--- src/rtl/mac_accumulator.sv ---
// mac_accumulator: sums a programmed number of unsigned 16-bit products behind valid/ready handshakes with a sticky carry flag
module mac_accumulator #(
  parameter int ACC_W = 24,
  parameter int LEN_W = 4
) (
  input  logic             clk,
  input  logic             rst,
  input  logic             start,
  input  logic [LEN_W-1:0] len,
  input  logic [15:0]      prod,
  input  logic             in_valid,
  output logic             in_ready,
  output logic [ACC_W-1:0] acc_out,
  output logic             ovf,
  output logic             out_valid,
  input  logic             out_ready,
  output logic             busy
);
  typedef enum logic [1:0] {IDLE, ACCUM, DONE} state_t;
  state_t state, state_nxt;
  logic [ACC_W-1:0] acc;
  logic [LEN_W-1:0] count;
  logic [ACC_W:0] sum;
  logic beat, go;
  assign in_ready  = state == ACCUM;
  assign out_valid = state == DONE;
  assign busy      = state != IDLE;
  assign acc_out   = acc;
  assign beat      = in_ready && in_valid;
  assign go        = state == IDLE && start;
  assign sum       = {1'b0, acc} + {{(ACC_W-15){1'b0}}, prod};
  always_comb begin
    state_nxt = state;
    if (state == IDLE) state_nxt = start ? (len == '0 ? DONE : ACCUM) : IDLE;
    else if (state == ACCUM) state_nxt = (beat && count == LEN_W'(1)) ? DONE : ACCUM;
    else if (state == DONE) state_nxt = out_ready ? IDLE : DONE;
  end
  always_ff @(posedge clk) begin
    if (rst) begin
      state <= IDLE;
      acc   <= '0;
      ovf   <= 1'b0;
      count <= '0;
    end else begin
      state <= state_nxt;
      if (go) begin
        acc   <= '0;
        ovf   <= 1'b0;
        count <= len;
      end else if (beat) begin
        acc   <= sum[ACC_W-1:0];
        ovf   <= ovf | sum[ACC_W];
        count <= count - LEN_W'(1);
      end
    end
  end
endmodule
--- config.mk ---
export PLATFORM = sky130hd
export DESIGN_NAME = mac_accumulator
export DESIGN_NICKNAME = d
export VERILOG_FILES = /design/src/rtl/mac_accumulator.sv
export SDC_FILE = /design/constraint.sdc
export NUM_CORES = 1
export LEC_CHECK = 0
export BUFFER_PORTS_ARGS = -buffer_cell sky130_fd_sc_hd__buf_2
export CAP_MARGIN = 25
export CORE_AREA = 8 8 92 111
export DETAILED_ROUTE_END_ITERATION = 12
export DIE_AREA = 0 0 100 119
export RECOVER_POWER = 25
export SLEW_MARGIN = 10
export SYNTH_ARGS = -nofsm -noshare
export SYNTH_HDL_FRONTEND = slang
export SYNTH_SLANG_ARGS = --single-unit
export TNS_END_PERCENT = 30
--- constraint.sdc ---
create_clock -name clk -period 3.5 [get_ports clk]
set_clock_uncertainty 0.05 [all_clocks]
set_input_delay 0.35 -clock clk [delete_from_list [all_inputs] [get_ports clk]]
set_output_delay 0.35 -clock clk [all_outputs]
set_load 0.02 [all_outputs]
[After elaboration in Yosys (flattened, before gate mapping)]
Cells that the tools add are included.
Widths: inputs -> output; s select.
Operators by class
  div/mod/pow operators: 0
  bitwise logic cells: 1
  $add $sub $neg: 2
  shift-type cells: 0
  multipliers: 0
  mux-type cells: 9
  equal/unequal tests: 3
  reduce and logical (&&, ||, !) cells: 9
  $lt $le $gt $ge: 0
Operators with widths (count)
  $add 24x16->25: 1
  $mux 2: 7
  $mux 4: 2
  $eq 4x1->1 const B: 1
  $logic_not 4->1: 1
  $reduce_bool 2->1: 2
  $sub 4x1->4 const B: 1
  $logic_and 1x1->1: 3
  $reduce_bool 3->1: 1
  $eq 2x1->1 const B: 1
  $eq 2x2->1 const B: 1
  $logic_not 2->1: 1
  $reduce_or 2->1: 1
  $or 1x1->1: 1
Storage, ports and cells
  logic and storage cells: 28
  register bits after elaboration: 31
  memories: 0
  input port bits: 25
  memory bits (writable): 0
  memory bits (read-only): 0
  latch bits: 0

[Longest topological paths before layout]
  word-level depth: 6
  depth in mapped cells: 8

[Worst setup path after synthesis]
No wires, ideal clock.
  path kind: register to register
  from: register acc[0], in the netlist acc_out[0]
  to: register acc[22], in the netlist acc_out[22]
  clock period less this slack: 2.517 ns
  cell stages (with the launch flop): 8
  slack: 0.983 ns
  setup time: 0.122 ns
  arrival: 2.346 ns
  path through: dfxtp_1 -> ha_1 -> fa_1 -> a21o_2 -> a221o_2 -> a31o_1 -> a221o_1 -> a221o_1
On the way
  longest elaborated chain between the ends: 1
Ends and longest elaborated chain
  from (decl): line 21  | logic [ACC_W-1:0] acc;
  from (signal assigned): line 51  | acc <= sum[ACC_W-1:0];
  $add 24x16->25: line 31  | assign sum = {1'b0, acc} + {{(ACC_W-15){1'b0}}, prod};
Every way passes these cells.
A chain may end at the register's enable or synchronous reset.

[Final worst setup path]
  from: register acc[0], in the netlist acc_out[0]
  to: register acc[16], in the netlist acc_out[16]
Same word-level chain as after synthesis.

==> summary.md <==
| Metric | Value |
|---|---|
| Root Driver | `clkbuf_8` |
| Crit Path Max Fanout | `9` |
| CP Capture Type | `flop` |
| Slew Viols, Final | `0` |
| Clock Latency Late Sink | `290 ps` |
| Mapped cell area | `2300 µm²` |
| Flop2flop setup slack | `870 ps` |
| Crit Path Category | `flop to flop` |
| Vias in the first global route | `2355` |
| Min Tclk post-route | `2630 ps` |
| Syn nets | `337` |
| Sw Share | `29.8%` |
| Share of flip-flops with an asynchronous set or reset | `0%` |
| First-pass GRT wire length | `11.4 mm` |
| Routed wire length | `7.06 mm` |
| RSZ-0062 raised after global routing | `no` |
| Clock Tree Buf Depth | `2` |
| # DRC | `0` |
| Reg power frac | `39.8%` |
| Register bit count reported by yosys | `31` |
| Setup TNS | `0 ps` |
| Via count | `2416` |
| Core area | `8430 µm²` |
| Total grt overflow | `0` |
| Synth cell types | `57` |
| Clock transition at the registers of the reported paths | `70 ps` |
| Status | `finished, final reports clean` |
| Die width | `100 µm` |
| Initial antenna violation count | `0` |
| Hpwl dp | `5.25 mm` |
| Critical path startpoint category | `flop` |
| Leakage | `1.17 nW` |
| N_diodes | `0` |
| # fillers | `952` |
| Crit path DAT | `2760 ps` |
| Area Growth Syn to Fin | `20.2%` |
| Syn Inst Count | `293` |
| Post_cts resized | `0` |
| Tightest Hold Check Type | `input port to flop` |
| Buffers on Ports | `52` |
| # IOs | `53` |
| Global Route Usage Sum | `11.8%` |
| CTS Hold Bufs | `0` |
| Power per cell area | `343 nW/µm²` |
| Vert. Die Dim | `119 µm` |
| Post-synth EDFFs | `0` |
| Hold Violations, Final | `0` |
| Via/cell ratio | `5.29` |
| Synth Area per Inst | `7.84 µm²` |
| Count of yosys warnings during synthesis | `0` |
| Req. time, crit path | `3630 ps` |
| TritonCTS clock tree | `done` |
| Largest net degree at the start of global routing | `26` |
| Die ar. | `11900 µm²` |
| Internal cell power | `0.665 mW` |
| Placement row count | `37` |
| Max Freq | `380 MHz` |
| H-tree levels | `2` |
| Least-Margin Pin Slew | `1020 ps` |
| Core Util, Final | `32.8%` |
| Initial Util | `27.3%` |
| Main synth FF type | `dfxtp_1` |
| Setup violators final | `0` |
| Clock share of power | `40.2%` |
| Net Sw Power | `0.282 mW` |
| Layout cell share with drive strength beyond 1 | `17.9%` |
| Slew HR | `31.9%` |
| Max_cap viols | `0` |
| Nets@finish | `383` |
| GP Congestion | `0.814` |
| Final ANT Viol Nets | `0` |
| Comb pwr share | `20.0%` |
| Sinks on the clock net | `31` |
| Post CTS Setup Buffer Count | `0` |
| Seq/Total Area, Yosys | `27.0%` |
| Tcrit/Tclk final | `75.2%` |
| Detailed Routing Iterations Pass 1 | `4` |
| Peak VDD IR | `0.173 mV` |
| DR iter-0 viols | `106` |
| Total CTS buffers | `5` |
| Avg WL per Cell | `15.5 µm` |
==> through the flow <==
| stage | area (µm²) | instances | hold slack (ps) | power, mW | setup slack [ps] |
|---|---|---|---|---|---|
| floorplan | 2300 | 293 | 405 | 0.517 | 983 |
| global placement | 2660 | 449 | 408 | 0.572 | 830 |
| detailed placement | 2660 | 449 | 412 | 0.576 | 767 |
| CTS | 2780 | 457 | 267 | 0.958 | 902 |
| global route | 2760 | 457 | 291 | 0.996 | 746 |
| finish | 2760 | 457 | 269 | 0.947 | 866 |
==> worst paths after layout <==
check,from,endpoint,cells after the start
worst max-delay path,acc_out[0]$_SDFFE_PP0P_,acc_out[16]$_SDFFE_PP0P_,7
worst min-delay path,len[0],count[0]$_SDFFE_PP0P_,3
worst max register to register,acc_out[0]$_SDFFE_PP0P_,acc_out[16]$_SDFFE_PP0P_,7
worst min register to register,acc_out[3]$_SDFFE_PP0P_,acc_out[3]$_SDFFE_PP0P_,2
==> per-layer routing <==
metal  global-route usage, %  up-vias  wire length [µm]
li1                        -     1209                 -
met1                    12.6     1132              2990
met2                    21.9       68              3670
met3                    2.45        7               307
met4                    4.45        0                96
met5                       0        -                 0
==> flip-flops by register name (all words and copies together) (netlist names) <==
signal	cells
count	4
state	2
ovf	1
acc_out	24
==> cells by family (layout without fill, tap and decap cells) <==
| logic type | Yosys count | after routing | synth area share (%) |
|---|---|---|---|
| DFF | 31 | 31 | 27.0 |
| buffers and inverters | 25 | 72 | 4.63 |
| AOI/OAI and AO/OA | 80 | 80 | 24.6 |
| and+or+nand+nor | 128 | 128 | 29.1 |
| muxes | 3 | 3 | 1.31 |
| xor gates and xnor gates | 7 | 7 | 2.67 |
| adders and majority gates | 19 | 19 | 10.7 |
==> power by group through the flow <==
stage               combinational, mW  sequential (mW)  clock [mW]
floorplan                       0.128            0.389           0
global placement                0.188            0.384           0
detailed placement              0.191            0.385           0
CTS                             0.192            0.376       0.390
global route                    0.211            0.379       0.406
finish                          0.190            0.377       0.381
==> synth_stat cells, drive strengths merged, types with 4 or more instances <==
cell type	number	area (µm²)
a211oi	5	37.5
nor4	5	31.3
nand3	24	120
buf	8	41.3
nor2	18	67.6
ha	18	225
or4	6	45.0
nand2	35	131
o21ai	9	45.0
nor3	6	30.0
a221oi	4	35.0
dfxtp	31	621
a21oi	26	130
clkbuf	10	38.8
and3	8	55.1
a31oi	7	50.1
xnor2	4	35.0
nand4	9	56.3
inv	7	26.3
a21o	8	62.6
==> cell usage in the layout, fill, tap and decap left out, drive strengths merged, types with 5 or more instances in the layout <==
cell and count:
nor3 6, or4 6, and3 8, a21o 8, nand4 9, buf 43
nor4 5, a211oi 5, o21ai 9, clkbuf 20, ha 18, nand2 35
a21oi 26, dfxtp 31, a31oi 7, nor2 18, nand3 24, inv 7
==> final cells by class <==
class / instances / area [µm²] / area share, %
Multi-Input combinational cell: 237 / 1570 / 56.9
Sequential cell: 31 / 621 / 22.5
Clock inverter: 2 / 35.0 / 1.27
Clock buffer: 6 / 82.6 / 2.99
Tap cell: 117 / 146 / 5.30
Timing Repair Buffer: 57 / 280 / 10.1
Inverter: 7 / 26.3 / 0.952
==> critical path, stage by stage, from the launching register on <==
cell and delay [ps]:
dfxtp_1 330, ha_1 220, fa_1 420, a21o_2 220
a221o_2 430, a31oi_1 570, or4_1 210, nand3_1 70
No activity file was read; power rests on OpenSTA's default activity.
